$ cat config.mk
export PLATFORM = sky130hd
export DESIGN_NAME = exe_mc_stage
export DESIGN_NICKNAME = d
export VERILOG_FILES = /design/src/rtl/exe_pkg.sv /design/src/rtl/exe_iter_mul.sv /design/src/rtl/exe_mc_stage.sv
export SDC_FILE = /design/constraint.sdc
export NUM_CORES = 1
export LEC_CHECK = 0
export CORE_UTILIZATION = 52
export CTS_CLUSTER_SIZE = 12
export DETAILED_ROUTE_END_ITERATION = 16
export DONT_BUFFER_PORTS = 1
export GPL_ROUTABILITY_DRIVEN = 0
export GPL_TIMING_DRIVEN = 0
export PLACE_DENSITY = 0.67
export SETUP_SLACK_MARGIN = 0.2
export SLEW_MARGIN = 20
export SYNTH_ARGS = -nofsm -noshare
export SYNTH_HDL_FRONTEND = slang
export SYNTH_HIERARCHICAL = 1
export SYNTH_SLANG_ARGS = --single-unit
$ cat constraint.sdc
create_clock -name clk -period 4.7 [get_ports clk]
set_input_delay 0 -clock clk [delete_from_list [all_inputs] [get_ports clk]]
set_output_delay 0 -clock clk [all_outputs]
set_load 0.01 [all_outputs]
$ cat src/rtl/exe_pkg.sv
// Shared definitions for the execute stage.
//   - CMD_*  : exe_cmd opcodes
//   - FWD_*  : forwarding-mux select codes
//   - mul_state_e : iterative multiplier FSM states
package exe_pkg;

  localparam logic [3:0] CMD_MOV = 4'b0001;
  localparam logic [3:0] CMD_MVN = 4'b1001;
  localparam logic [3:0] CMD_ADD = 4'b0010;
  localparam logic [3:0] CMD_ADC = 4'b0011;
  localparam logic [3:0] CMD_SUB = 4'b0100;
  localparam logic [3:0] CMD_SBC = 4'b0101;
  localparam logic [3:0] CMD_AND = 4'b0110;
  localparam logic [3:0] CMD_ORR = 4'b0111;
  localparam logic [3:0] CMD_EOR = 4'b1000;
  localparam logic [3:0] CMD_MUL = 4'b1010;
  localparam logic [3:0] CMD_MLA = 4'b1011;

  localparam logic [1:0] FWD_REG  = 2'b00;
  localparam logic [1:0] FWD_MEM  = 2'b01;
  localparam logic [1:0] FWD_WB   = 2'b10;
  localparam logic [1:0] FWD_ZERO = 2'b11;

  typedef enum logic [1:0] {
    ST_IDLE = 2'd0,
    ST_MUL  = 2'd1,
    ST_DONE = 2'd2
  } mul_state_e;

  function automatic logic is_mul_cmd(input logic [3:0] cmd);
    return (cmd == CMD_MUL) || (cmd == CMD_MLA);
  endfunction

endpackage

$ cat src/rtl/exe_iter_mul.sv
// Iterative multiply-accumulate, MUL_BPC multiplier bits per cycle.
//   start_i    : latch operands and begin (only honoured in ST_IDLE)
//   flush_i    : abandon any operation in flight
//   out_free_i : downstream output register can take a result this cycle
//   mcand_i, mplier_i, acc_i : operands; acc_i is the MLA addend (0 for MUL)
//   state_o    : FSM state (registered)
//   load_o     : result_o must be written to the output register this cycle
//   result_o   : low DATA_W bits of acc + mcand*mplier
module exe_iter_mul
  import exe_pkg::*;
#(
  parameter int DATA_W  = 32,
  parameter int MUL_BPC = 2
) (
  input  logic              clk,
  input  logic              rst,
  input  logic              start_i,
  input  logic              flush_i,
  input  logic              out_free_i,
  input  logic [DATA_W-1:0] mcand_i,
  input  logic [DATA_W-1:0] mplier_i,
  input  logic [DATA_W-1:0] acc_i,
  output mul_state_e        state_o,
  output logic              load_o,
  output logic [DATA_W-1:0] result_o
);

  localparam int N_STEPS = DATA_W / MUL_BPC;
  localparam int CNT_W   = $clog2(N_STEPS + 1);

  mul_state_e        state_q;
  logic [CNT_W-1:0]  cnt_q;
  logic [DATA_W-1:0] acc_q, mcand_q, mplier_q;
  logic [DATA_W-1:0] pp_terms [MUL_BPC];
  logic [DATA_W-1:0] pp_sum, acc_step;
  logic              last_step;

  // mcand_q is pre-shifted each step, so each term only needs the local bit offset.
  for (genvar gi = 0; gi < MUL_BPC; gi++) begin : g_pp
    assign pp_terms[gi] = mplier_q[gi] ? (mcand_q << gi) : '0;
  end

  always_comb begin
    pp_sum = '0;
    for (int i = 0; i < MUL_BPC; i++) pp_sum = pp_sum + pp_terms[i];
  end

  assign acc_step  = acc_q + pp_sum;
  assign last_step = (state_q == ST_MUL) && (cnt_q == CNT_W'(1));
  assign load_o    = out_free_i && (last_step || (state_q == ST_DONE));
  assign result_o  = (state_q == ST_DONE) ? acc_q : acc_step;
  assign state_o   = state_q;

  always_ff @(posedge clk or negedge rst) begin
    if (!rst) begin
      state_q  <= ST_IDLE;
      cnt_q    <= '0;
      acc_q    <= '0;
      mcand_q  <= '0;
      mplier_q <= '0;
    end else if (flush_i) begin
      state_q <= ST_IDLE;
      cnt_q   <= '0;
    end else begin
      case (state_q)
        ST_IDLE: begin
          if (start_i) begin
            mcand_q  <= mcand_i;
            mplier_q <= mplier_i;
            acc_q    <= acc_i;
            cnt_q    <= CNT_W'(N_STEPS);
            state_q  <= ST_MUL;
          end
        end
        ST_MUL: begin
          acc_q    <= acc_step;
          mcand_q  <= mcand_q << MUL_BPC;
          mplier_q <= mplier_q >> MUL_BPC;
          cnt_q    <= cnt_q - CNT_W'(1);
          if (cnt_q == CNT_W'(1)) state_q <= out_free_i ? ST_IDLE : ST_DONE;
        end
        ST_DONE: begin
          if (out_free_i) state_q <= ST_IDLE;
        end
        default: state_q <= ST_IDLE;
      endcase
    end
  end

endmodule

$ cat src/rtl/exe_mc_stage.sv
// Execute stage with forwarding muxes, single-cycle ALU, iterative MUL/MLA and
// an EXE/MEM output register, valid/ready on both sides.
//   in_valid/in_ready   : ID/EXE handshake; in_ready drops while multiplying
//   out_valid/out_ready : MEM handshake; outputs hold while stalled
//   flush               : drop in-flight multiply and output register contents
//   exe_cmd, controls, operands, forwarding selects : from ID/EXE
//   br_addr             : pc + sext(signed_imm), combinational
//   wb_en .. status     : registered EXE/MEM contents
module exe_mc_stage
  import exe_pkg::*;
#(
  parameter int DATA_W  = 32,
  parameter int REG_AW  = 4,
  parameter int MUL_BPC = 2,
  parameter int IMM_W   = 24
) (
  input  logic              clk,
  input  logic              rst,
  input  logic              in_valid,
  output logic              in_ready,
  input  logic              flush,
  input  logic [3:0]        exe_cmd,
  input  logic              wb_en_in,
  input  logic              mem_r_en_in,
  input  logic              mem_w_en_in,
  input  logic              s_in,
  input  logic [DATA_W-1:0] pc,
  input  logic [DATA_W-1:0] val_rn,
  input  logic [DATA_W-1:0] val_rm,
  input  logic [DATA_W-1:0] val2,
  input  logic [DATA_W-1:0] val_ra,
  input  logic [IMM_W-1:0]  signed_imm,
  input  logic [REG_AW-1:0] dest_in,
  input  logic              sr_c,
  input  logic [1:0]        sel_src1,
  input  logic [1:0]        sel_src2,
  input  logic [DATA_W-1:0] mem_alu_result,
  input  logic [DATA_W-1:0] wb_val,
  output logic [DATA_W-1:0] br_addr,
  output logic              out_valid,
  input  logic              out_ready,
  output logic              wb_en,
  output logic              mem_r_en,
  output logic              mem_w_en,
  output logic              status_we,
  output logic [DATA_W-1:0] alu_result,
  output logic [DATA_W-1:0] st_val,
  output logic [REG_AW-1:0] dest,
  output logic [3:0]        status
);

  localparam int MSB = DATA_W - 1;

  logic [DATA_W-1:0] src1, src2;
  logic              out_free, accept, alu_load, mul_start, mul_load;
  mul_state_e        mul_state;
  logic [DATA_W-1:0] mul_result;

  // ALU
  logic [DATA_W-1:0] alu_res, bb;
  logic [DATA_W:0]   sum;
  logic              cin, arith, alu_c, alu_v;

  // Controls captured at multiply accept, applied when the result lands.
  logic              m_wb_q, m_mr_q, m_mw_q, m_s_q, m_c_q;
  logic [REG_AW-1:0] m_dest_q;
  logic [DATA_W-1:0] m_st_q;

  // Output register
  logic              out_valid_q, wb_en_q, mem_r_en_q, mem_w_en_q, status_we_q;
  logic [DATA_W-1:0] alu_result_q, st_val_q;
  logic [REG_AW-1:0] dest_q;
  logic [3:0]        status_q;

  function automatic logic [DATA_W-1:0] fwd_mux(input logic [1:0] sel,
                                               input logic [DATA_W-1:0] reg_v,
                                               input logic [DATA_W-1:0] mem_v,
                                               input logic [DATA_W-1:0] wb_v);
    case (sel)
      FWD_REG: return reg_v;
      FWD_MEM: return mem_v;
      FWD_WB:  return wb_v;
      default: return '0;
    endcase
  endfunction

  assign src1    = fwd_mux(sel_src1, val_rn, mem_alu_result, wb_val);
  assign src2    = fwd_mux(sel_src2, val_rm, mem_alu_result, wb_val);
  assign br_addr = pc + {{(DATA_W-IMM_W){signed_imm[IMM_W-1]}}, signed_imm};

  assign out_free  = !out_valid_q || out_ready;
  assign in_ready  = (mul_state == ST_IDLE) && out_free && !flush;
  assign accept    = in_valid && in_ready;
  assign alu_load  = accept && !is_mul_cmd(exe_cmd);
  assign mul_start = accept && is_mul_cmd(exe_cmd);

  // ALU second operand is always val2: shifted operands arrive already forwarded.
  // Subtraction is a + ~b + cin so the carry out is ARM's NOT-borrow.
  always_comb begin
    bb      = val2;
    cin     = 1'b0;
    arith   = 1'b0;
    alu_res = '0;
    alu_c   = sr_c;
    alu_v   = 1'b0;
    case (exe_cmd)
      CMD_ADD: arith = 1'b1;
      CMD_ADC: begin arith = 1'b1; cin = sr_c; end
      CMD_SUB: begin arith = 1'b1; bb = ~val2; cin = 1'b1; end
      CMD_SBC: begin arith = 1'b1; bb = ~val2; cin = sr_c; end
      default: ;
    endcase
    sum = {1'b0, src1} + {1'b0, bb} + {{DATA_W{1'b0}}, cin};
    case (exe_cmd)
      CMD_MOV: alu_res = val2;
      CMD_MVN: alu_res = ~val2;
      CMD_AND: alu_res = src1 & val2;
      CMD_ORR: alu_res = src1 | val2;
      CMD_EOR: alu_res = src1 ^ val2;
      default: ;
    endcase
    if (arith) begin
      alu_res = sum[DATA_W-1:0];
      alu_c   = sum[DATA_W];
      alu_v   = (src1[MSB] == bb[MSB]) && (alu_res[MSB] != src1[MSB]);
    end
  end

  exe_iter_mul #(.DATA_W(DATA_W), .MUL_BPC(MUL_BPC)) u_mul (
    .clk        (clk),
    .rst        (rst),
    .start_i    (mul_start),
    .flush_i    (flush),
    .out_free_i (out_free),
    .mcand_i    (src1),
    .mplier_i   (src2),
    .acc_i      ((exe_cmd == CMD_MLA) ? val_ra : '0),
    .state_o    (mul_state),
    .load_o     (mul_load),
    .result_o   (mul_result)
  );

  always_ff @(posedge clk or negedge rst) begin
    if (!rst) begin
      m_wb_q   <= 1'b0;
      m_mr_q   <= 1'b0;
      m_mw_q   <= 1'b0;
      m_s_q    <= 1'b0;
      m_c_q    <= 1'b0;
      m_dest_q <= '0;
      m_st_q   <= '0;
    end else if (mul_start) begin
      m_wb_q   <= wb_en_in;
      m_mr_q   <= mem_r_en_in;
      m_mw_q   <= mem_w_en_in;
      m_s_q    <= s_in;
      m_c_q    <= sr_c;
      m_dest_q <= dest_in;
      m_st_q   <= src2;
    end
  end

  always_ff @(posedge clk or negedge rst) begin
    if (!rst) begin
      out_valid_q  <= 1'b0;
      wb_en_q      <= 1'b0;
      mem_r_en_q   <= 1'b0;
      mem_w_en_q   <= 1'b0;
      status_we_q  <= 1'b0;
      alu_result_q <= '0;
      st_val_q     <= '0;
      dest_q       <= '0;
      status_q     <= '0;
    end else if (flush) begin
      out_valid_q <= 1'b0;
    end else if (alu_load) begin
      out_valid_q  <= 1'b1;
      wb_en_q      <= wb_en_in;
      mem_r_en_q   <= mem_r_en_in;
      mem_w_en_q   <= mem_w_en_in;
      status_we_q  <= s_in;
      alu_result_q <= alu_res;
      st_val_q     <= src2;
      dest_q       <= dest_in;
      status_q     <= {alu_res[MSB], (alu_res == '0), alu_c, alu_v};
    end else if (mul_load) begin
      out_valid_q  <= 1'b1;
      wb_en_q      <= m_wb_q;
      mem_r_en_q   <= m_mr_q;
      mem_w_en_q   <= m_mw_q;
      status_we_q  <= m_s_q;
      alu_result_q <= mul_result;
      st_val_q     <= m_st_q;
      dest_q       <= m_dest_q;
      status_q     <= {mul_result[MSB], (mul_result == '0), m_c_q, 1'b0};
    end else if (out_ready) begin
      out_valid_q <= 1'b0;
    end
  end

  assign out_valid  = out_valid_q;
  assign wb_en      = wb_en_q;
  assign mem_r_en   = mem_r_en_q;
  assign mem_w_en   = mem_w_en_q;
  assign status_we  = status_we_q;
  assign alu_result = alu_result_q;
  assign st_val     = st_val_q;
  assign dest       = dest_q;
  assign status     = status_q;

endmodule

# == Word-level counts from Yosys, hierarchy flattened ==
# Index checks and enable logic that the tools add are counted.
# op_classes
reduce_logical,30
addsub,6
muxes,48
eq_ne,24
n_bitwise,5
# op_table
cell,n
32-bit 2-to-1 mux,13
32-bit one-hot mux with 2 select lines,3
32-bit one-hot mux with 3 select lines,2
32-bit one-hot mux with 5 select lines,1
32-bit adder,3
32-bit zero test,2
32-bit by 32-bit adder with 33-bit output,1
33-bit by 1-bit adder with 33-bit output,1
32-bit bitwise AND,1
32-bit NOT,1
32-bit bitwise OR,1
32-bit XOR,1
"4-bit by 3-bit equality test with 1-bit output, second input constant",4
"4-bit equality test, second input constant",4
4-bit 2-to-1 mux,4
1-bit 2-to-1 mux,15
2-bit 2-to-1 mux,5
5-bit 2-to-1 mux,2
5-bit one-hot mux with 2 select lines,1
"3-bit inequality test, second input constant",3
"4-bit by 2-bit equality test with 1-bit output, second input constant",2
1-bit logical AND,8
"2-bit by 1-bit equality test with 1-bit output, second input constant",3
"2-bit equality test, second input constant",3
other kinds (19),29
# totals
register_bits,221
word_cells,134

# == Depth between registers and ports, before layout ==
# Gate-level depths: netlist (run 1).
# logic_depth
ltp_word,9
mapped_depth,21
depth_no_buf,20

# == Hierarchy ==
# Netlist (run 1), hierarchy kept.
# by_module_without_submodules
module,seq_area_each_um2,cells_per_inst,area_each_um2,n_inst
exe_mc_stage,2927.8,1583,12650.9,1
exe_iter_mul,2577.5,958,7681.1,1

# == Worst setup path before layout (run 1) ==
# Ideal clock, no wire load.
# synth_timing
kind,in2reg
startpoint,in exe_cmd[0]
endpoint,reg status_q[2] (netlist: status[2])
setup_slack_ns,-0.168
t_arrival_ns,4.776
path_buffers,3
setup_ns,0.092
stages,20
path_cell_list,buf_2 > buf_2 > buf_1 > nand2_1 > mux2i_1 > a21oi_1 > or2_2 > fa_1 > fa_1 > nand2b_1 > a21o_1 > o31ai_1 > o2111ai_2 > o31ai_1 > xor2_1 > a2111oi_2 > nand4_1 > nor4_1 > nand4_1 > o31ai_2
# synth_via
elab_chain_len,8
word_cells_on_any_way,28
cone_classes,add/sub: 2; eq/ne: 11; mux: 6; reduce/logical: 9
# synth_lines
item,line,rtl
start: declaration,exe_mc_stage.sv:22,"input logic [3:0] exe_cmd,"
4-bit by 3-bit equality test with 1-bit output,exe_mc_stage.sv:106,case (exe_cmd)
2-bit OR reduction (no source line),-,
32-bit 2-to-1 mux,-,
32-bit by 32-bit adder with 33-bit output,exe_mc_stage.sv:113,"sum = {1'b0, src1} + {1'b0, bb} + {{DATA_W{1'b0}}, cin};"
33-bit by 1-bit adder with 33-bit output,exe_mc_stage.sv:113,
32-bit 2-to-1 mux,exe_mc_stage.sv:122,if (arith) begin
32-bit zero test,exe_mc_stage.sv:185,"status_q <= {alu_res[MSB], (alu_res == '0), alu_c, alu_v};"
4-bit 2-to-1 mux,exe_mc_stage.sv:176,end else if (alu_load) begin
end signal: assignment,exe_mc_stage.sv:185,
end signal: assignment,exe_mc_stage.sv:195,"status_q <= {mul_result[MSB], (mul_result == '0), m_c_q, 1'b0};"
end: declaration,exe_mc_stage.sv:73,logic [3:0] status_q;
# Parallel ways exist; a longest one is shown, timed or not.
# A chain may end at the register's enable or synchronous reset.

# == Worst setup path after layout (run 1) ==
# layout_timing
startpoint,reg u_mul.mplier_q[1]
endpoint,reg status_q[2] (netlist: status[2])
# layout_via
elab_chain_len,7
# layout_lines
item,line,rtl
start: declaration,exe_iter_mul.sv:33,"logic [DATA_W-1:0] acc_q, mcand_q, mplier_q;"
start signal: assignment,exe_iter_mul.sv:69,mplier_q <= mplier_i;
start signal: assignment,exe_iter_mul.sv:78,mplier_q <= mplier_q >> MUL_BPC;
32-bit 2-to-1 mux,exe_iter_mul.sv:40,assign pp_terms[gi] = mplier_q[gi] ? (mcand_q << gi) : '0;
32-bit adder,exe_iter_mul.sv:45,for (int i = 0; i < MUL_BPC; i++) pp_sum = pp_sum + pp_terms[i];
32-bit adder,exe_iter_mul.sv:48,assign acc_step = acc_q + pp_sum;
32-bit 2-to-1 mux,exe_iter_mul.sv:51,assign result_o = (state_q == ST_DONE) ? acc_q : acc_step;
via mul_result[25],exe_mc_stage.sv:57,logic [DATA_W-1:0] mul_result;
32-bit zero test,exe_mc_stage.sv:195,
4-bit 2-to-1 mux,exe_mc_stage.sv:186,end else if (mul_load) begin
4-bit 2-to-1 mux,exe_mc_stage.sv:176,
# The timed path passes the listed nets, and every way through them passes these cells. The select of a mux whose other input is x is not followed.

==> results.cfg, run 1 <==
[outcome]
outcome = finished, violations left
violations = hold timing

[placement]
numPortBuffers = 0
hpwl_mm = 59.75
post_dp_cell_area_um2 = 21020
dp.cells = 3061

[final_layout]
final_area_um2 = 23600
fin_nets = 3168
final_cells = 3241
final_layout_size_suffix_gt1_share_pct = 7.051
syn2layout_area_growth_pct = 16.06
fin_util_pct = 61.06
antennaDiodeCount = 0

[sta]
timing.fmax_mhz = 222.0
tns_ns = 0
finalHoldViolCount = 220
setup_violations = 0
finClkSkew_ns = 0.01226
slew_headroom_pct = 27.81
worstMarginPinSlew_ns = 1.081
finalCriticalPeriod_ns = 4.504
finalMaxSlewViolations = 0
rsz0062_at_grt = yes
holdWs_ns = -0.8581
fin_crit_sh_pct = 95.84

[synthesis]
ys_seq_area_share_pct = 27.08
synth-edff-count = 0
netlist_top_cells_area = dfrtp_1 (27%), ha_1 (9.7%), nand2_1 (7.1%), mux2i_1 (6.4%), a21oi_1 (4.6%)
syn_avg_cell_area_um2 = 8.002
synthArstFlopShare_pct = 100.0
synth_top_area_share_pct = 27.08
synthFlopType = dfrtp_1
yosysTopAreaCell = dfrtp_1
mappedNetlistArea_um2 = 20330
syn-num-nets = 3002
syn_inst = 2541
synthDistinctLibCells = 97
ys_ff_latch = 220
yosys.cell_count.top_type = nand2_1
netlist_top_cells_count = nand2_1 (384), dfrtp_1 (220), nor2_1 (208)
ys.warnings.count = 6

[critical_path]
worstSetupPathType = reg2reg
startpoint = u_mul/mplier_q[1]
worstSetupStartpointType = register
arrival_ns = 4.97
timing.rr.start = u_mul/mplier_q[1]
cp-end-kind = register
cp_max_fo = 6
required_ns = 5.17

[route]
first_pass_iters = 6
antenna_left = 0
wl_mm = 77.24
avgViaCountPerCell = 6.392
wire_per_inst_um = 23.83
vias = 20718
drc = 0
dr.first_iter.drc_count = 2028

[die]
core-area_um2 = 38650
initial_core_util_pct = 52.61
die-width_um = 199.7
row_count = 72
die_area_um2 = 39890
dieHeight_um = 199.7
io_pins = 380

[clock_network]
cts_max_level = 1
clk_pin_slew_worst_paths_ns = 0.06
clk_latency_ns = 0.56
cts_buffer_depth = 3
cts_root_buf = clkbuf_16
cts_buffers = 25
cts.sinks = 220
cts_tree = built

[global_routing]
grt_overflow = 0
grt_max_degree = 221
grt_pass1_vias = 19897
antenna_found_initial = 1
track_usage_pct = 38.25
grt_pass1_wl_mm = 115.8

[power]
cellPowerDensity_nw_per_um2 = 467.7
finalPower_mw = 11.04
leakagePower_nw = 10.61
vdd_ir_drop_max_mv = 0.3210

[flow_run]
cap_violations = 0

[hold_path]
hp-class = in2async
==> cell type report <==
type	count	area (µm²)
Fill cell	3364	15050
Multi-Input combinational cell	2056	14190
Sequential cell	220	5508
Timing Repair Buffer	140	1369
Clock buffer	36	706.9
Buffer	159	671.9
Tap cell	518	648.1
Inverter	105	394.1
Clock inverter	7	110.1
==> metal layers <==
layer  GRT usage, %  vias to the layer above  wire length [µm]  share of wire [%]
met5              0                        -                13              0.017
met1          49.96                     9961             30420                 39
met4          19.82                        2              4428                5.7
li1               -                     9259                 -                  -
met3          7.308                      235              8174                 11
met2          60.25                     1261             34200                 44
==> cells by family after synthesis <==
| group | share of synthesized area [%] |
|---|---|
| AND/OR/NAND/NOR | 19.86 |
| AO/OA/AOI/OAI | 21.40 |
| buffers and inverters | 4.978 |
| flip-flops | 27.08 |
| adder cells (fa/ha/maj) | 13.12 |
| multiplexers | 8.486 |
| XOR/XNOR | 5.071 |
==> sequential cells by signal (all words and copies together), names as in the netlist <==
name / flops
alu_result: 32
m_st_q: 32
st_val: 32
u_mul/acc_q: 32
u_mul/mcand_q: 32
u_mul/mplier_q: 32
u_mul/cnt_q: 5
dest: 4
m_dest_q: 4
status: 3
u_mul/state_o: 2
m_c_q: 1
m_mr_q: 1
m_mw_q: 1
m_s_q: 1
m_wb_q: 1
mem_r_en: 1
mem_w_en: 1
out_valid: 1
status_we: 1
wb_en: 1
==> worst max-delay path, cell delays in order (launching register included) <==
cell and delay, ns:
dfrtp_2 0.48, buf_6 0.16, and2_1 0.15, fa_1 0.50, ha_2 0.17, inv_1 0.05
fa_2 0.39, nor2b_4 0.15, o31ai_4 0.09, a31oi_4 0.25, a311o_1 0.26, and4_4 0.29
a21boi_2 0.08, xnor2_2 0.17, mux2_4 0.32, nor4_4 0.29, nand4_1 0.13, nor2_1 0.12
nand2_1 0.09, nor2_2 0.14, a21oi_2 0.05, o31ai_2 0.08
==> stage by stage <==
| step | setup WS, ns | hold slack (ns) |
|---|---|---|
| 2_1_floorplan | 0.2222 | -0.2956 |
| 3_5_place_dp | -0.9161 | -0.2904 |
| 4_1_cts | 0.1501 | -0.8712 |
| 5_1_grt | 0.03390 | -0.8707 |
| 6_report | 0.1956 | -0.8581 |
| 3_3_place_gp | -0.8746 | -0.2899 |
==> timing repair <==
item                       in CTS  in global routing
setup endpoints to repair      63                 16
setup buffers                   2                  9
hold buffers                  126                  1
pin swaps                       3                 22
hold endpoints to repair      381                221
resized for setup              35                 74
==> power breakdown <==
| part | switching, mW | internal (mW) | leakage [nW] |
|---|---|---|---|
| registers | 0.613 | 2.44 | 2.78 |
| clock network | 0.829 | 1.16 | 0.396 |
| logic | 3.63 | 2.36 | 7.44 |
| total | 5.08 | 5.96 | 10.6 |
==> final timing paths <==
| kind | endpoint | slack, ns | cells after the start |
|---|---|---|---|
| max reg2reg | status[2] | 0.20 | 21 |
| min | m_st_q[22] | -0.86 | 0 |
| min in group clk | m_st_q[10] | 0.02 | 3 |
| max | status[2] | 0.20 | 21 |
| max in group asynchronous | alu_result[18] | 5.21 | 0 |
| min reg2reg | m_mw_q | 0.47 | 2 |
==> cell usage in the layout (no fill, tap or decap), types with 75 or more instances in the layout <==
cell type      Yosys  final
a21oi_1          187    177
a31oi_1           76     75
and2_1           102    101
clkbuf_1         133    128
dfrtp_1          220    218
dlygate4sd3_1      0    127
ha_1             157    153
inv_1            102    102
mux2i_1          129    129
nand2_1          384    384
nor2_1           208    206
o21ai_0          179    173
xnor2_1           96     92
No activity file was read; power rests on OpenSTA's default activity.
==> run 2, diff against run 1 <==
==> constraint.sdc (replaced) <==
create_clock -name clk -period 4.9 [get_ports clk]
set_input_delay 0 -clock clk [delete_from_list [all_inputs] [get_ports clk]]
set_output_delay 0 -clock clk [all_outputs]
set_load 0.01 [all_outputs]
==> results.cfg, run 2 (synthesis results as in run 1) <==
[sta]
setup_ws_ns = 0.2765
rsz0062_at_grt = yes
setup_violations = 0
finalMaxSlewViolations = 0
finalCriticalPeriod_ns = 4.624
finalHoldViolCount = 220
finClkSkew_ns = 0.01537
holdWs_ns = -0.8550
timing.fmax_mhz = 216.3
fin_crit_sh_pct = 94.36
worstMarginPinSlew_ns = 1.041
slew_headroom_pct = 29.83

[critical_path]
worstSetupPathType = reg2reg
worstSetupStartpointType = register
slowest_delay_ns = 0.61
cp-end-kind = register
required_ns = 5.32
cp_slowest_cell = o31ai_1
cp_top_family = compound AO/OA/AOI/OAI gates
arrival_ns = 5.05
cp_cell_sequence = clkbuf_2 -> and2_1 -> fa_1 -> ha_1 -> and3_2 -> nand4_1 -> a21oi_2 -> nor2_2 -> a211o_1 -> a21oi_1 -> nor3_1 -> o31ai_1 -> nor4_2 -> nand4_1 -> nor2_1 -> nand2_1 -> nor2_1 -> a21oi_1 -> o31ai_2
crit_buf_inv = 1
cp_max_fo = 10

[route]
highest_layer = met5
vias = 20623
met3_length_mm = 8.460
first_pass_iters = 7
wl_met2_mm = 33.90
wl_mm = 77.31
wire_per_inst_um = 23.88
antenna_left = 0
dr.first_iter.drc_count = 2242
drc = 0
avgViaCountPerCell = 6.371
met1Wirelength_mm = 29.98

[global_routing]
antenna_found_initial = 4
grt_max_degree = 221
grt_overflow = 0
grt_pass1_wl_mm = 115.7
grt_pass1_vias = 19988
track_usage_pct = 38.27

[power]
p_sw_mw = 4.752
intPower_mw = 5.448
clock_power_share_pct = 18.0
finalPower_mw = 10.20
leakagePower_nw = 10.52
vdd_ir_drop_max_mv = 0.2937
cellPowerDensity_nw_per_um2 = 437.2
swShare_pct = 46.59
combPwrFrac_pct = 53.5
p_seq_share_pct = 28.6

[final_layout]
final_area_um2 = 23330
syn2layout_area_growth_pct = 14.76
layout_common_cells = nand2_1 (384), dfrtp_1 (218), nor2_1 (207)
final_layout_size_suffix_gt1_share_pct = 6.036
fin_nets = 3162
fillers = 3454
mostFrequentLayoutCell = nand2_1

[placement]
post_dp_cell_area_um2 = 21000
dp_slack_ns = -0.9856
hpwl_mm = 59.91
numPortBuffers = 0

[clock_network]
clk_pin_slew_worst_paths_ns = 0.06
cts_buffer_depth = 3
cts_buffers = 25
cts_max_level = 1
cts.sinks = 220
cts_tree = built
clk_latency_ns = 0.55
cts_root_buf = clkbuf_16

[die]
core-area_um2 = 38650
die_area_um2 = 39890
die-width_um = 199.7
initial_core_util_pct = 52.61
row_count = 72
io_pins = 380
dieHeight_um = 199.7

[flow_run]
cap_violations = 0

[outcome]
violations = hold timing
outcome = finished, violations left

[hold_path]
hp-class = in2async
==> run 2: power by group through the flow <==
| stage | combinational, mW | clock [mW] | sequential [mW] |
|---|---|---|---|
| 2_1_floorplan | 3.63 | 0 | 2.74 |
| 3_3_place_gp | 4.83 | 0 | 2.90 |
| 3_5_place_dp | 4.92 | 0 | 2.92 |
| 4_1_cts | 5.10 | 1.85 | 2.90 |
| 5_1_grt | 5.90 | 1.93 | 2.97 |
| 6_report | 5.45 | 1.83 | 2.92 |
==> run 2: metal layers <==
metal	GRT usage, %	up-vias
met5	0	-
met4	22.11	2
met2	59.81	1263
met1	48.52	9845
li1	-	9254
met3	8.854	259
==> run 2: what timing repair did <==
| action | CTS | global route |
|---|---|---|
| setup buffers | 0 | 3 |
| setup endpoints to repair | 5 | 6 |
| endpoints found under the hold margin | 379 | 221 |
| resized for setup | 23 | 44 |
| hold buffers | 128 | 1 |
| pin swaps | 0 | 6 |
==> run 2: path summary, 6_finish.rpt <==
kind / from / end / slack (ns) / cells after the start
setup / recovery: u_mul/mplier_q[1] / status[2] / 0.28 / 19
hold / removal: rst / m_st_q[22] / -0.85 / 0
setup reg to reg: u_mul/mplier_q[1] / status[2] / 0.28 / 19
hold reg to reg: m_dest_q[2] / m_dest_q[2] / 0.48 / 2
max in group asynchronous: rst / u_mul/acc_q[26] / 5.33 / 0
min in group clk: mem_alu_result[22] / u_mul/mcand_q[22] / 0.04 / 4
==> run 2: final cells by class <==
cell class | instances | area (µm²) | area share, %
Multi-Input combinational cell | 2056 | 14020 | 60.08
Sequential cell | 220 | 5508 | 23.60
Timing Repair Buffer | 133 | 1319 | 5.652
Clock buffer | 36 | 726.9 | 3.115
Buffer | 160 | 654.4 | 2.804
Tap cell | 518 | 648.1 | 2.778
Inverter | 105 | 394.1 | 1.689
Clock inverter | 7 | 60.06 | 0.2574
Antenna cell | 2 | 5.005 | 0.02145
==> run 2: worst reg2reg max path, stage by stage (launching register included) <==
cell	delay (ns)
dfrtp_2	0.47
clkbuf_2	0.20
and2_1	0.19
fa_1	0.46
ha_1	0.39
and3_2	0.28
nand4_1	0.14
a21oi_2	0.23
nor2_2	0.12
a211o_1	0.31
a21oi_1	0.31
nor3_1	0.11
o31ai_1	0.61
nor4_2	0.10
nand4_1	0.10
nor2_1	0.05
nand2_1	0.08
nor2_1	0.05
a21oi_1	0.19
o31ai_2	0.10
==> run 2: per-stage QoR <==
stage               instances  utilization, %  TNS [ns]
floorplan                2541               -         0
global placement         3059           54.29    -3.790
detailed placement       3060           54.33    -3.956
CTS                      3231           59.92         0
global route             3236           60.37         0
finish                   3237           60.38         0
